**src/rtl/ifetch_mem_pkg.sv**
```systemverilog
// Shared types and constants for the instruction-fetch memory responder.
package ifetch_mem_pkg;
  localparam int WCNT_W     = 4;
  localparam int ADDR_W_DEF = 16;

  typedef enum logic [1:0] {
    IDLE,
    ACCESS,
    WAIT,
    HOLD
  } state_t;
endpackage

```
**src/rtl/ifetch_wait_counter.sv**
```systemverilog
// Loadable down-counter that paces SRAM wait states.
module ifetch_wait_counter
  import ifetch_mem_pkg::*;
(
  input  logic              clk,
  input  logic              reset_n,
  input  logic              load,
  input  logic [WCNT_W-1:0] load_val,
  input  logic              dec,
  output logic [WCNT_W-1:0] count,
  output logic              zero
);

  always_ff @(posedge clk) begin
    if (!reset_n) begin
      count <= '0;
    end else if (load) begin
      count <= load_val;
    end else if (dec && count != '0) begin
      count <= count - 1'b1;
    end
  end

  assign zero = (count == '0);

endmodule

```
**src/rtl/ifetch_mem_responder.sv**
```systemverilog
// Fetch-side responder: one SRAM byte read per request, with flush.
module ifetch_mem_responder
  import ifetch_mem_pkg::*;
#(
  parameter int ADDR_W      = ADDR_W_DEF,
  parameter int WAIT_STATES = 2
) (
  input  logic              clk,
  input  logic              reset_n,
  input  logic              req_valid,
  input  logic [ADDR_W-1:0] req_addr,
  output logic              req_ready,
  output logic              resp_valid,
  output logic [7:0]        resp_data,
  output logic [ADDR_W-1:0] resp_addr,
  input  logic              resp_ready,
  input  logic              flush,
  output logic [ADDR_W-1:0] mem_addr,
  output logic              mem_rd,
  input  logic [7:0]        mem_rdata
);

  state_t            state;
  state_t            state_nxt;
  logic [ADDR_W-1:0] addr_q;
  logic [WCNT_W-1:0] wcnt;
  logic              wzero;
  logic              accept;
  logic              capture;

  assign req_ready = reset_n & ((state == IDLE)
                   | ((state == HOLD) & resp_ready)
                   | flush);
  assign accept    = req_valid & req_ready;
  assign capture   = (state == WAIT) & wzero & ~flush;

  ifetch_wait_counter u_wcnt (
    .clk      (clk),
    .reset_n  (reset_n),
    .load     (state == ACCESS),
    .load_val (WCNT_W'(WAIT_STATES)),
    .dec      (state == WAIT),
    .count    (wcnt),
    .zero     (wzero)
  );

  always_comb begin
    state_nxt = state;
    if (flush) begin
      // Redirect wins over any pending read or response.
      state_nxt = accept ? ACCESS : IDLE;
    end else begin
      unique case (state)
        IDLE:   if (accept) state_nxt = ACCESS;
        ACCESS: state_nxt = WAIT;
        WAIT:   if (wzero) state_nxt = HOLD;
        HOLD: begin
          if (resp_ready) state_nxt = accept ? ACCESS : IDLE;
        end
        default: state_nxt = IDLE;
      endcase
    end
  end

  always_ff @(posedge clk) begin
    if (!reset_n) begin
      state <= IDLE;
    end else begin
      state <= state_nxt;
    end
  end

  always_ff @(posedge clk) begin
    if (!reset_n) begin
      addr_q    <= '0;
      resp_data <= '0;
      resp_addr <= '0;
    end else begin
      if (accept) addr_q <= req_addr;
      if (capture) begin
        resp_data <= mem_rdata;
        resp_addr <= addr_q;
      end
    end
  end

  assign mem_rd     = (state == ACCESS);
  assign mem_addr   = addr_q;
  assign resp_valid = (state == HOLD);

endmodule

```
**config.mk**
```make
export PLATFORM = sky130hd
export DESIGN_NAME = ifetch_mem_responder
export DESIGN_NICKNAME = d
export VERILOG_FILES = /design/src/rtl/ifetch_mem_pkg.sv /design/src/rtl/ifetch_wait_counter.sv /design/src/rtl/ifetch_mem_responder.sv
export SDC_FILE = /design/constraint.sdc
export NUM_CORES = 1
export LEC_CHECK = 0
export CORE_AREA = 2 2 61 63
export DETAILED_ROUTE_END_ITERATION = 8
export DIE_AREA = 0 0 63 65
export DONT_BUFFER_PORTS = 1
export GPL_TIMING_DRIVEN = 0
export PLACE_DENSITY = 0.71
export SLEW_MARGIN = 20
export SYNTH_ARGS = -nofsm -noshare
export SYNTH_HDL_FRONTEND = slang
export SYNTH_SLANG_ARGS = --single-unit
```
**constraint.sdc**
```tcl
create_clock -name clk -period 1.8 [get_ports clk]
set_clock_uncertainty 0.05 [all_clocks]
set_input_delay 0.09 -clock clk [delete_from_list [all_inputs] [get_ports clk]]
set_output_delay 0.09 -clock clk [all_outputs]
set_load 0.02 [all_outputs]
```
==> results summary, run 1 <==
The initial antenna violation count came out at 0. The number of pins exceeding their max-slew limit in the final report came out at 0. The post-route minimum period is ~2 ns. The final number of hold-violating endpoints is 4. After synthesis, the cell types taking the most area are sky130_fd_sc_hd__dfxtp_1, sky130_fd_sc_hd__nand2_1, sky130_fd_sc_hd__a21boi_0. At the pin with the least slew margin, the transition time is around 0.5 ns.

The area of the placeable core is ~3500 um^2. CTS placed an instance of sky130_fd_sc_hd__clkbuf_4 at the clock tree root. After synthesis, the largest family of logic cells by area is simple AND/OR/NAND/NOR gates. The worst hold slack across all endpoints came out at -0.272 ns. The H-tree depth came out at 2. The area fraction in and, or, nand and nor cells after synthesis came out at a little under a quarter.

The count of synthesis-stage warnings from yosys is 0. sky130_fd_sc_hd__dfxtp_1 takes more of the synthesized area than any other cell. The detailed router placed roughly 1600 vias in this run. The flop and latch count out of synthesis is 46. The post-layout utilization of the core is a little under three quarters. The synthesized cell area came out at roughly 1800 um^2.

The sequential element share of the synthesized area came out at around 50%. For this design, the CTS-stage hold fixing added 24 buffers. The net count after synthesis came out at around 260. Timing would allow up to ~0.5 GHz.

The net count of the finished layout is approximately 300. The remaining routing DRC violations is 0. The startpoint identified for the worst register-to-register timing path is u_wcnt.count[0].

For this design the top-level I/O count stands at 72. The data arrival time of the critical path came out at between 2 and 2.5 ns. The post-synthesis cell count came out at around 220.

The share of Yosys cell area claimed by the top area cell type is between 50% and 60%. Before antenna repair, the detailed router went through 5 iterations. The number of setup violations in the final report came out at 41. Compared with the post-synthesis result, the final layout area differs by 37.0%.

The leakage component of the power came out at 0.928 nW. The kind of path behind the tightest hold check is in2reg. The post-detailed-route wirelength per cell is around 15 um. The synthesized-area fraction occupied by ao, oa, aoi and oai cells came out at between 10% and 20%.

In this run the worst setup path begins at u_wcnt.count[0]. The first global-routing pass estimated between 6000 and 7000 um of wire. The floorplan step set the die width to approximately 63 um. The met3 capacity usage during global routing is 8.51%.

The effective utilization at floorplan came out at about 52%. The worst hold path begins at flush. After clock tree synthesis, the clock-pin slew on the worst setup and hold paths is roughly 0.13 ns. STA classifies the critical path endpoint as a flip-flop. The total wirelength of the detailed-routed design is roughly 4600 um. For this design, the sink count on the clock tree is 46. The worst slew margin relative to its limit came out at 67.6%. A synthesized cell averages between 8 and 9 um^2. The period utilization came out at 111%. The run finished, with violations left. The met2 usage in global routing is 36.8%. The clock tree from TritonCTS is built.

The global route total overflow is 0. The number of max-capacitance violations reported is 0. The critical path start-end classification is reg2reg. From bottom edge to top edge, the die measures ~65 um. The die covers just over 4000 um^2. After global routing, the most crowded layer is met2. The placer congestion estimate is ~0.73. The pre-CTS setup slack came out at -0.247 ns.

The total routing usage reported by global routing is 22.1%. Detailed placement finished with a half-perimeter wire length of roughly 2700 um. Measured against the total synthesized area, the mux share comes to less than 1%. The number of antenna diodes in the final layout is 0. The via count of the first global-routing pass came out at 1417. The largest fanout on the critical path came out at 4. The worst setup path is launched from a flip-flop. Setup repair after global routing could not meet its margin everywhere.

The setup slack of the critical path after layout is -0.203 ns. The number of unique standard cell types used by synthesis is 25. The final reports fail on hold timing, setup timing. The power density of the placed cells came out at about 750 nW/um^2.

The number of nets with antenna violations after detailed routing came out at 0. The number of placement rows is 22. The mean number of vias per cell came out at just over 5. The clock passes through at most 2 buffers. After the first detailed-routing iteration, the DRC count stood at 104. The number of clock buffers inserted by TritonCTS came out at 5. The fraction of the mapped netlist area in adder cells is roughly 3.4%. Across the VDD grid, the largest voltage drop is around 0.50 mV. The layout has between 200 and 300 filler cells.

The maximum number of pins on one net before global-route repair came out at 14. The port buffer count is 0. The layout cell share with drive strength beyond 1 came out at 26.4%. The met1 global-route usage is a little over a quarter.

The XOR/XNOR share of the synthesized area is under 10%. The worst-skew pair later-pin latency is roughly 0.36 ns. The endpoint required time on the critical path came out at 2.01 ns.
-- per-stage QoR --
step / hold WS [ns] / total power (W) / instance area, um^2 / setup TNS, ns / instances
floorplan: 0.110 / 0.00127 / 1850 / -1.88 / 221
global placement: 0.112 / 0.00130 / 1910 / -5.59 / 269
detailed placement: 0.112 / 0.00131 / 1910 / -6.74 / 269
CTS: -0.287 / 0.00187 / 2330 / -3.77 / 306
global route: -0.304 / 0.00197 / 2500 / -7.76 / 313
finish: -0.272 / 0.00189 / 2500 / -4.05 / 313
-- Yosys cell counts (all sizes together) --
cell	count
a211oi	1
inv	5
or3b	2
buf	5
mux2i	1
a21oi	3
nor3b	2
ha	5
o31a	1
nand2	82
xnor2	1
nor3	2
nand2b	1
o21ai	16
clkbuf	9
nand3	2
or3	1
a222oi	1
dfxtp	46
nor2b	1
o311a	1
a21boi	24
xor2	2
nor2	7
-- sequential cells by signal, indices dropped and copies added, names as in the netlist --
register and cells:
mem_addr 16, resp_addr 16, resp_data 8, state 2
u_wcnt.count 4
-- timing repair --
action	4_1_cts	5_1_grt
setup endpoints to repair	43	43
pin swaps	13	16
cloned	1	1
setup buffers	4	6
resized for setup	45	32
endpoints found under the hold margin	30	4
-- routing by layer --
| metal | up-vias | wire (um) |
|---|---|---|
| met1 | 724 | 1930 |
| met5 | - | 0 |
| met2 | 46 | 2250 |
| li1 | 803 | - |
| met4 | 0 | 55 |
| met3 | 6 | 326 |
-- cells by family after synthesis --
group                      after synthesis
AOI/OAI and AO/OA                       47
buffers and inverters                   19
xor gates and xnor gates                 3
and+or+nand+nor                        100
adders and majority gates                5
DFF                                     46
muxes                                    1
-- layout by cell type (no fill, tap or decap), drive strengths merged, types with 3 or more instances in the layout --
cell type / instances
a21boi: 24
a21oi: 3
buf: 17
clkbuf: 16
dfxtp: 46
dlygate4sd3: 24
ha: 5
inv: 5
nand2: 82
nor2: 7
o21ai: 16
-- cell type report --
type,count,area (um^2),area share (%)
Clock inverter,1,5.00,0.200
Inverter,5,18.8,0.751
Multi-Input combinational cell,156,970,38.8
Sequential cell,46,923,36.9
Buffer,14,109,4.35
Timing Repair Buffer,36,359,14.4
Clock buffer,7,55.1,2.20
Tap cell,48,60.1,2.40
-- where the power goes --
group          total (W)  internal (W)  switching (W)
combinational   0.000235      0.000121       0.000114
sequential       0.00113       0.00106      0.0000765
clock           0.000517      0.000190       0.000327
-- final timing paths --
kind	to	slack, ns	depth (start not counted)
worst max-delay path	state[1]	-0.20	8
worst min-delay path	state[1]	-0.27	1
worst max register to register	state[1]	-0.20	8
worst min register to register	u_wcnt.count[3]	0.48	2
-- critical path, cell delays in order, from the launching register on --
cell	delay, ns
sky130_fd_sc_hd__dfxtp_2	0.35
sky130_fd_sc_hd__inv_2	0.07
sky130_fd_sc_hd__ha_4	0.12
sky130_fd_sc_hd__or3b_1	0.35
sky130_fd_sc_hd__buf_6	0.14
sky130_fd_sc_hd__a222oi_1	0.36
sky130_fd_sc_hd__buf_4	0.19
sky130_fd_sc_hd__mux2i_1	0.21
sky130_fd_sc_hd__nor3b_2	0.06
Note: power is estimated with default switching activity, not from simulation.
==> run 2, diff against run 1 <==
--- a/config.mk
+++ b/config.mk
@@ -5,12 +5,11 @@
 export SDC_FILE = /design/constraint.sdc
 export NUM_CORES = 1
 export LEC_CHECK = 0
-export CORE_AREA = 2 2 61 63
+export CORE_AREA = 2 2 69 71
 export DETAILED_ROUTE_END_ITERATION = 8
-export DIE_AREA = 0 0 63 65
+export DIE_AREA = 0 0 71 73
 export DONT_BUFFER_PORTS = 1
 export GPL_TIMING_DRIVEN = 0
-export PLACE_DENSITY = 0.71
 export SLEW_MARGIN = 20
 export SYNTH_ARGS = -nofsm -noshare
 export SYNTH_HDL_FRONTEND = slang
==> results summary, run 2 (synthesis results as in run 1) <==
The critical path start-end classification is reg2reg (unchanged). The final design area excluding fillers is 2500 um^2 (about the same). The endpoint type of the worst setup path was a flip-flop (unchanged). The placer congestion estimate was 0.736 (was 0.735).

The data arrival time of the critical path came out at 2.06 ns (was 2.22 ns). The aggregate negative setup slack came out at -2.22 ns (was -4.05 ns). The worst setup path endpoint is resp_addr[14] (was state[1]). The initial antenna violation count came out at 0 (unchanged). The post-detailed-placement cell area came out at 1920 um^2 (was 1910 um^2). The remaining routing DRC violations is 0 (unchanged).

The worst-skew pair later-pin latency is 0.29 ns (was 0.36 ns). The post-route minimum period came out at 1.92 ns (was 2.00 ns). The H-tree depth came out at 2 (unchanged).

The number of buffers and inverters on the critical path is 3 (unchanged). The final number of hold-violating endpoints is 0 (was 4). The count of filler cells inserted in the layout came out at 434 (was 292). The leakage component of the power came to 0.921 nW (was 0.928 nW). The element type at the critical path start is a flip-flop (unchanged). The via count of the first global-routing pass was 1508 (was 1417). The reg-to-reg startpoint is u_wcnt.count[0] (unchanged).

The cell total after placement is 275 (was 269). The largest fanout on the critical path is 7 (was 4). The area of the die came out at 5180 um^2 (was 4100 um^2). The boundary pin count is 72 (unchanged). Run status: complete, but fails checks (unchanged). The height of the die came to 73 um (was 65 um).

The kind of cell with the highest combined delay on the critical path is simple AND/OR/NAND/NOR gates (unchanged). The most common cell after layout, fill and taps aside is sky130_fd_sc_hd__nand2_1 (unchanged). The fmax is 0.521 GHz (was 0.499 GHz). The power density of the placed cells was 784 nW/um^2 (was 754 nW/um^2).

The layout cell share with drive strength beyond 1 is 24.1% (was 26.4%). The total wirelength of the detailed-routed design came out at 4570 um (about the same). The cell that appears most often on the critical path is sky130_fd_sc_hd__or3b_4. The number of buffers between clock root and the deepest sink was 2 (unchanged). Highest-count cells in the layout ignoring fill and taps: sky130_fd_sc_hd__nand2_1, sky130_fd_sc_hd__dfxtp_1, sky130_fd_sc_hd__dlygate4sd3_1 (unchanged). The number of antenna cells inserted was 0 (unchanged). The setup slack of the critical path after layout is -0.120 ns (was -0.203 ns). The global route total overflow is 0 (unchanged).

The number of setup violations in the final report is 25 (was 41). The wire length of the first global-routing pass came out at 7170 um (was 6980 um). Violated checks: setup timing (was hold timing, setup timing). The number of max-capacitance violations reported came out at 0 (unchanged). The endpoint required time on the critical path is 1.94 ns (was 2.01 ns).

The total routing usage reported by global routing came out at 17.8% (was 22.1%). The detailed placement HPWL is 2930 um (was 2750 um). The starting DRC count in detailed routing is 99 (was 104). The clock sink total is 46 (unchanged).

The width of the chip came out at 71 um (was 63 um). Cells along the critical path: inv_2 > ha_4 > or3b_4 > or3b_4 > buf_12 > clkbuf_16 > nand2_2 > a21boi_1 (was inv_2 > ha_4 > or3b_1 > buf_6 > a222oi_1 > buf_4 > mux2i_1 > nor3b_2). The worst slew margin relative to its limit is 68.2% (was 67.6%). The worst hold slack across all endpoints came out at 0.0266 ns (was -0.272 ns).

The area added between synthesis and finish was 37.3% (was 37.0%). The slowest cell on the critical path was sky130_fd_sc_hd__or3b_4 (was sky130_fd_sc_hd__a222oi_1). The clock-pin transition on the worst setup and hold timing paths came to 0.08 ns (was 0.13 ns). The slew at the pin closest to its max-slew limit came out at 0.476 ns (was 0.486 ns). The number of placement rows is 25 (was 22).

The via count came out at 1588 (was 1579). The period utilization came out at 107% (was 111%). The number of clock buffers inserted by TritonCTS came out at 5 (unchanged).

The kind of path behind the tightest hold check is in2reg (unchanged). The port buffer count is 0 (unchanged). Unrepaired setup endpoints after global routing: yes (unchanged). The first-pass detailed-route iteration total is 4 (was 5). The clock tree from TritonCTS was built (unchanged). The number of nets with antenna violations after detailed routing is 0 (unchanged).

The maximum number of pins on one net before global-route repair came to 14 (unchanged). The largest incremental delay on the critical path came out at 0.41 ns (was 0.36 ns). The path length in cells of the critical path is 8 (unchanged).

The worst reg2reg path depth came out at 8 (unchanged). The cell at the root of the clock tree was sky130_fd_sc_hd__clkbuf_8 (was sky130_fd_sc_hd__clkbuf_4). The effective utilization at floorplan is 40.2% (was 52.2%). The number of pins exceeding their max-slew limit in the final report is 0 (unchanged). The post-detailed-route wirelength per cell is 14.5 um (was 14.6 um). The maximum vdd drop is 0.454 mV (was 0.500 mV).

The mean number of vias per cell came out at 5.04 (about the same). The post-layout utilization of the core came out at 55.2% (was 71.5%). The critical register-to-register path endpoint is resp_addr[14] (was state[1]).

The origin of the worst setup path is u_wcnt.count[0] (unchanged). The area of the placeable core is 4540 um^2 (was 3500 um^2). The flop-to-flop setup slack came out at -0.12 ns (was -0.20 ns). The final cell count without fillers is 315 (was 313). The count of nets after finishing was 295 (was 298).
## run 2: changes by cell type in the layout (fill, tap and decap cells not counted), sizes merged
| cell | delta |
|---|---|
| buf | -4 |
| dlygate4sd3 | +1 |
| clkinv | +1 |
| clkbuf | -2 |
## run 2: power breakdown
part | switching, W | internal, W
Sequential | 0.0000754 | 0.00106
Clock | 0.000336 | 0.000261
Combinational | 0.000116 | 0.000119
Total | 0.000527 | 0.00144
## run 2: timing repair
action                                  CTS  global route
pin swaps                                 6            18
endpoints found under the setup margin   43            42
hold buffers                             25             0
hold endpoints to repair                 30             0
gates resized for setup                  35            37
gates cloned                              1             1
buffers inserted                          5             2
## run 2: how the worst min path moves through the flow
stage | from | end | slack (ns) | cells after the start
floorplan | flush | state[1] | 0.11 | 1
global placement | flush | state[1] | 0.11 | 1
detailed placement | flush | state[1] | 0.11 | 1
CTS | flush | state[0] | 0.02 | 2
global route | flush | state[0] | 0.03 | 2
finish | flush | state[0] | 0.03 | 2
## run 2: final cells by class
type / count / area, um^2 / share of cell area (%)
multi-input combinational: 156 / 956 / 38.2
sequential: 46 / 923 / 36.9
timing repair buffer: 34 / 359 / 14.3
buffer: 13 / 101 / 4.05
clock buffer: 5 / 68.8 / 2.75
tap: 54 / 67.6 / 2.70
inverter: 5 / 18.8 / 0.749
clock inverter: 2 / 10.0 / 0.400
## run 2: through the flow
step	setup WS (ns)	power, W
finish	-0.120	0.00196
global route	-0.195	0.00205
CTS	-0.180	0.00197
detailed placement	-0.275	0.00131
global placement	-0.262	0.00131
floorplan	-0.0914	0.00127
## run 2: routing by layer
metal / global-route usage [%] / up-vias / routed length (um)
met5: 0 / - / 0
met4: 5.66 / 0 / 62
met3: 5.80 / 6 / 378
met2: 30.7 / 55 / 2280
met1: 20.9 / 733 / 1850
li1: - / 794 / -
==> run 3, diff against run 2 <==
--- a/config.mk
+++ b/config.mk
@@ -10,6 +10,7 @@
 export DIE_AREA = 0 0 71 73
 export DONT_BUFFER_PORTS = 1
 export GPL_TIMING_DRIVEN = 0
+export SETUP_SLACK_MARGIN = 0.1
 export SLEW_MARGIN = 20
 export SYNTH_ARGS = -nofsm -noshare
 export SYNTH_HDL_FRONTEND = slang
==> constraint.sdc (replaced) <==
create_clock -name clk -period 1.8 [get_ports clk]
set_clock_uncertainty 0.05 [all_clocks]
set_input_delay 0.18 -clock clk [delete_from_list [all_inputs] [get_ports clk]]
set_output_delay 0.18 -clock clk [all_outputs]
set_load 0.02 [all_outputs]
==> results summary, run 3 (synthesis results as in run 1) <==
The data arrival time of the critical path came out at 2.13 ns (was 2.06 ns). The critical path start-end classification is reg2reg (unchanged). The clock tree from TritonCTS is built (unchanged). The number of antenna cells inserted was 0 (unchanged). The area added between synthesis and finish was 34.4% (was 37.3%).

The post-detailed-route wirelength per cell came to 14.1 um (was 14.5 um). The layout cell share with drive strength beyond 1 is 18.3% (was 24.1%). The port buffer count is 0 (unchanged). The mean number of vias per cell is 4.92 (was 5.04).

The count of filler cells inserted in the layout is 435 (was 434). The pre-CTS setup slack came out at -0.275 ns (unchanged). The cell at the root of the clock tree is sky130_fd_sc_hd__clkbuf_8 (unchanged). The total routing usage reported by global routing came out at 17.7% (was 17.8%). The area used by multi-input combinational logic came out at 887 um^2 (was 956 um^2). The number of setup violations in the final report is 26 (was 25). Unrepaired setup endpoints after global routing: yes (unchanged). The total power consumption of the routed design is 0.00197 W (was 0.00196 W). The most common cell after layout, fill and taps aside is sky130_fd_sc_hd__nand2_1 (unchanged). The via count of the first global-routing pass was 1489 (was 1508). The cell seen most often among critical-path stages was sky130_fd_sc_hd__or3b_4 (unchanged). The kind of path behind the tightest hold check is in2reg (unchanged). The via count is 1559 (was 1588). The first-pass detailed-route iteration total was 4 (unchanged). The number of placement rows is 25 (unchanged). Run status: complete, but fails checks (unchanged). The placer congestion estimate was 0.736 (unchanged). The endpoint type of the worst setup path is a flip-flop (unchanged). The effective utilization at floorplan came out at 40.2% (unchanged). The leakage component of the power is 0.916 nW (was 0.921 nW). Violated checks: setup timing (unchanged). The height of the die was 73 um (unchanged). The setup slack of the critical path after layout came out at -0.187 ns (was -0.120 ns). The total wirelength of the detailed-routed design came out at 4460 um (was 4570 um). The footprint of the flip-flops and latches came out at 926 um^2 (was 923 um^2). The kind of cell with the highest combined delay on the critical path was simple AND/OR/NAND/NOR gates (unchanged). The power density of the placed cells is 805 nW/um^2 (was 784 nW/um^2). The initial antenna violation count is 0 (unchanged). The starting DRC count in detailed routing came out at 87 (was 99).

The area of the die is 5180 um^2 (unchanged). The remaining routing DRC violations is 0 (unchanged). The H-tree depth came to 2 (unchanged). The area of the placeable core is 4540 um^2 (unchanged). The wire length of the first global-routing pass is 7120 um (was 7170 um). Highest-count cells in the layout ignoring fill and taps: sky130_fd_sc_hd__nand2_1, sky130_fd_sc_hd__dfxtp_1, sky130_fd_sc_hd__dlygate4sd3_1 (unchanged). The endpoint required time on the critical path was 1.94 ns (about the same). The fmax is 0.503 GHz (was 0.521 GHz). The detailed placement HPWL was 2930 um (unchanged). The slowest cell on the critical path is sky130_fd_sc_hd__or3b_4 (unchanged).

The slew at the pin closest to its max-slew limit came to 0.473 ns (was 0.476 ns). The worst-skew pair later-pin latency came out at 0.29 ns (about the same). The count of nets after finishing is 297 (was 295). The post-route minimum period came out at 1.99 ns (was 1.92 ns). The global route total overflow is 0 (unchanged). The width of the chip was 71 um (unchanged). The period utilization is 110% (was 107%). The maximum vdd drop is 0.456 mV (was 0.454 mV). Cells along the critical path: inv_2 > ha_4 > or3b_4 > buf_6 > or3b_4 > buf_8 > clkbuf_16 > nand2_1 > a21boi_1 (was inv_2 > ha_4 > or3b_4 > or3b_4 > buf_12 > clkbuf_16 > nand2_2 > a21boi_1).

The number of clock buffers inserted by TritonCTS was 5 (unchanged). The boundary pin count came out at 72 (unchanged). The largest incremental delay on the critical path is 0.37 ns (was 0.41 ns). The final number of hold-violating endpoints is 0 (unchanged). The number of pins exceeding their max-slew limit in the final report came out at 0 (unchanged). The number of buffers between clock root and the deepest sink is 2 (unchanged).

The worst slew margin relative to its limit is 68.4% (was 68.2%). The number of buffers and inverters on the critical path came to 4 (was 3). The number of max-capacitance violations reported came out at 0 (unchanged). The element type at the critical path start is a flip-flop (unchanged). The largest fanout on the critical path came out at 7 (unchanged). The number of nets with antenna violations after detailed routing is 0 (unchanged). The maximum number of pins on one net before global-route repair came to 14 (unchanged). The clock-pin transition on the worst setup and hold timing paths came out at 0.08 ns (about the same). The clock sink total is 46 (unchanged).
run 3: area by class of cell:
type | instances | area share, %
Clock inverter | 2 | 0.408
Buffer | 14 | 4.39
Sequential cell | 46 | 37.8
Multi-Input combinational cell | 156 | 36.2
Tap cell | 54 | 2.76
Clock buffer | 5 | 2.81
Inverter | 5 | 0.765
Timing Repair Buffer | 35 | 14.9
run 3: report_power, final:
part	internal (W)	leakage, nW	total [W]	switching, W
registers	0.00106	0.376	0.00113	0.0000745
logic	0.000128	0.496	0.000244	0.000115
clock network	0.000261	0.0438	0.000598	0.000337
run 3: layer usage:
layer | vias to the layer above | part of all wire, % | global-route usage (%) | wire (um)
met5 | - | 0 | 0 | 0
met2 | 45 | 49 | 30.3 | 2170
met3 | 6 | 6.7 | 5.94 | 299
met1 | 713 | 43 | 20.9 | 1930
li1 | 795 | - | - | -
met4 | 0 | 1.4 | 5.66 | 62
run 3: repair_timing:
item	CTS	global route
hold endpoints to repair	25	0
resized for setup	41	12
gates cloned	1	1
buffers inserted	5	3
pin swaps	7	6
hold buffers	25	0
endpoints found under the setup margin	43	44
run 3: worst reg2reg max path: stages (launching register included):
cell and delay, ns:
sky130_fd_sc_hd__dfxtp_2 0.33, sky130_fd_sc_hd__inv_2 0.07, sky130_fd_sc_hd__ha_4 0.13, sky130_fd_sc_hd__or3b_4 0.37
sky130_fd_sc_hd__buf_6 0.14, sky130_fd_sc_hd__or3b_4 0.37, sky130_fd_sc_hd__buf_8 0.16, sky130_fd_sc_hd__clkbuf_16 0.15
sky130_fd_sc_hd__nand2_1 0.06, sky130_fd_sc_hd__a21boi_1 0.05
run 3: metrics by stage:
stage / cells / area (um^2) / TNS (ns) / util, % / hold WS [ns]
floorplan: 221 / 1850 / -1.88 / - / 0.200
global placement: 275 / 1920 / -8.45 / 42.3 / 0.202
detailed placement: 275 / 1920 / -8.90 / 42.3 / 0.204
CTS: 313 / 2390 / -4.15 / 52.7 / 0.0275
global route: 317 / 2450 / -5.95 / 54.1 / 0.0338
finish: 317 / 2450 / -4.14 / 54.1 / 0.0410
run 3: worst paths after layout:
kind	start	endpoint	slack, ns	cells after the start
setup reg to reg	u_wcnt.count[0]	resp_addr[14]	-0.19	9
setup / recovery	u_wcnt.count[0]	resp_addr[14]	-0.19	9
hold reg to reg	u_wcnt.count[3]	u_wcnt.count[3]	0.48	2
hold / removal	flush	resp_addr[1]	0.04	3
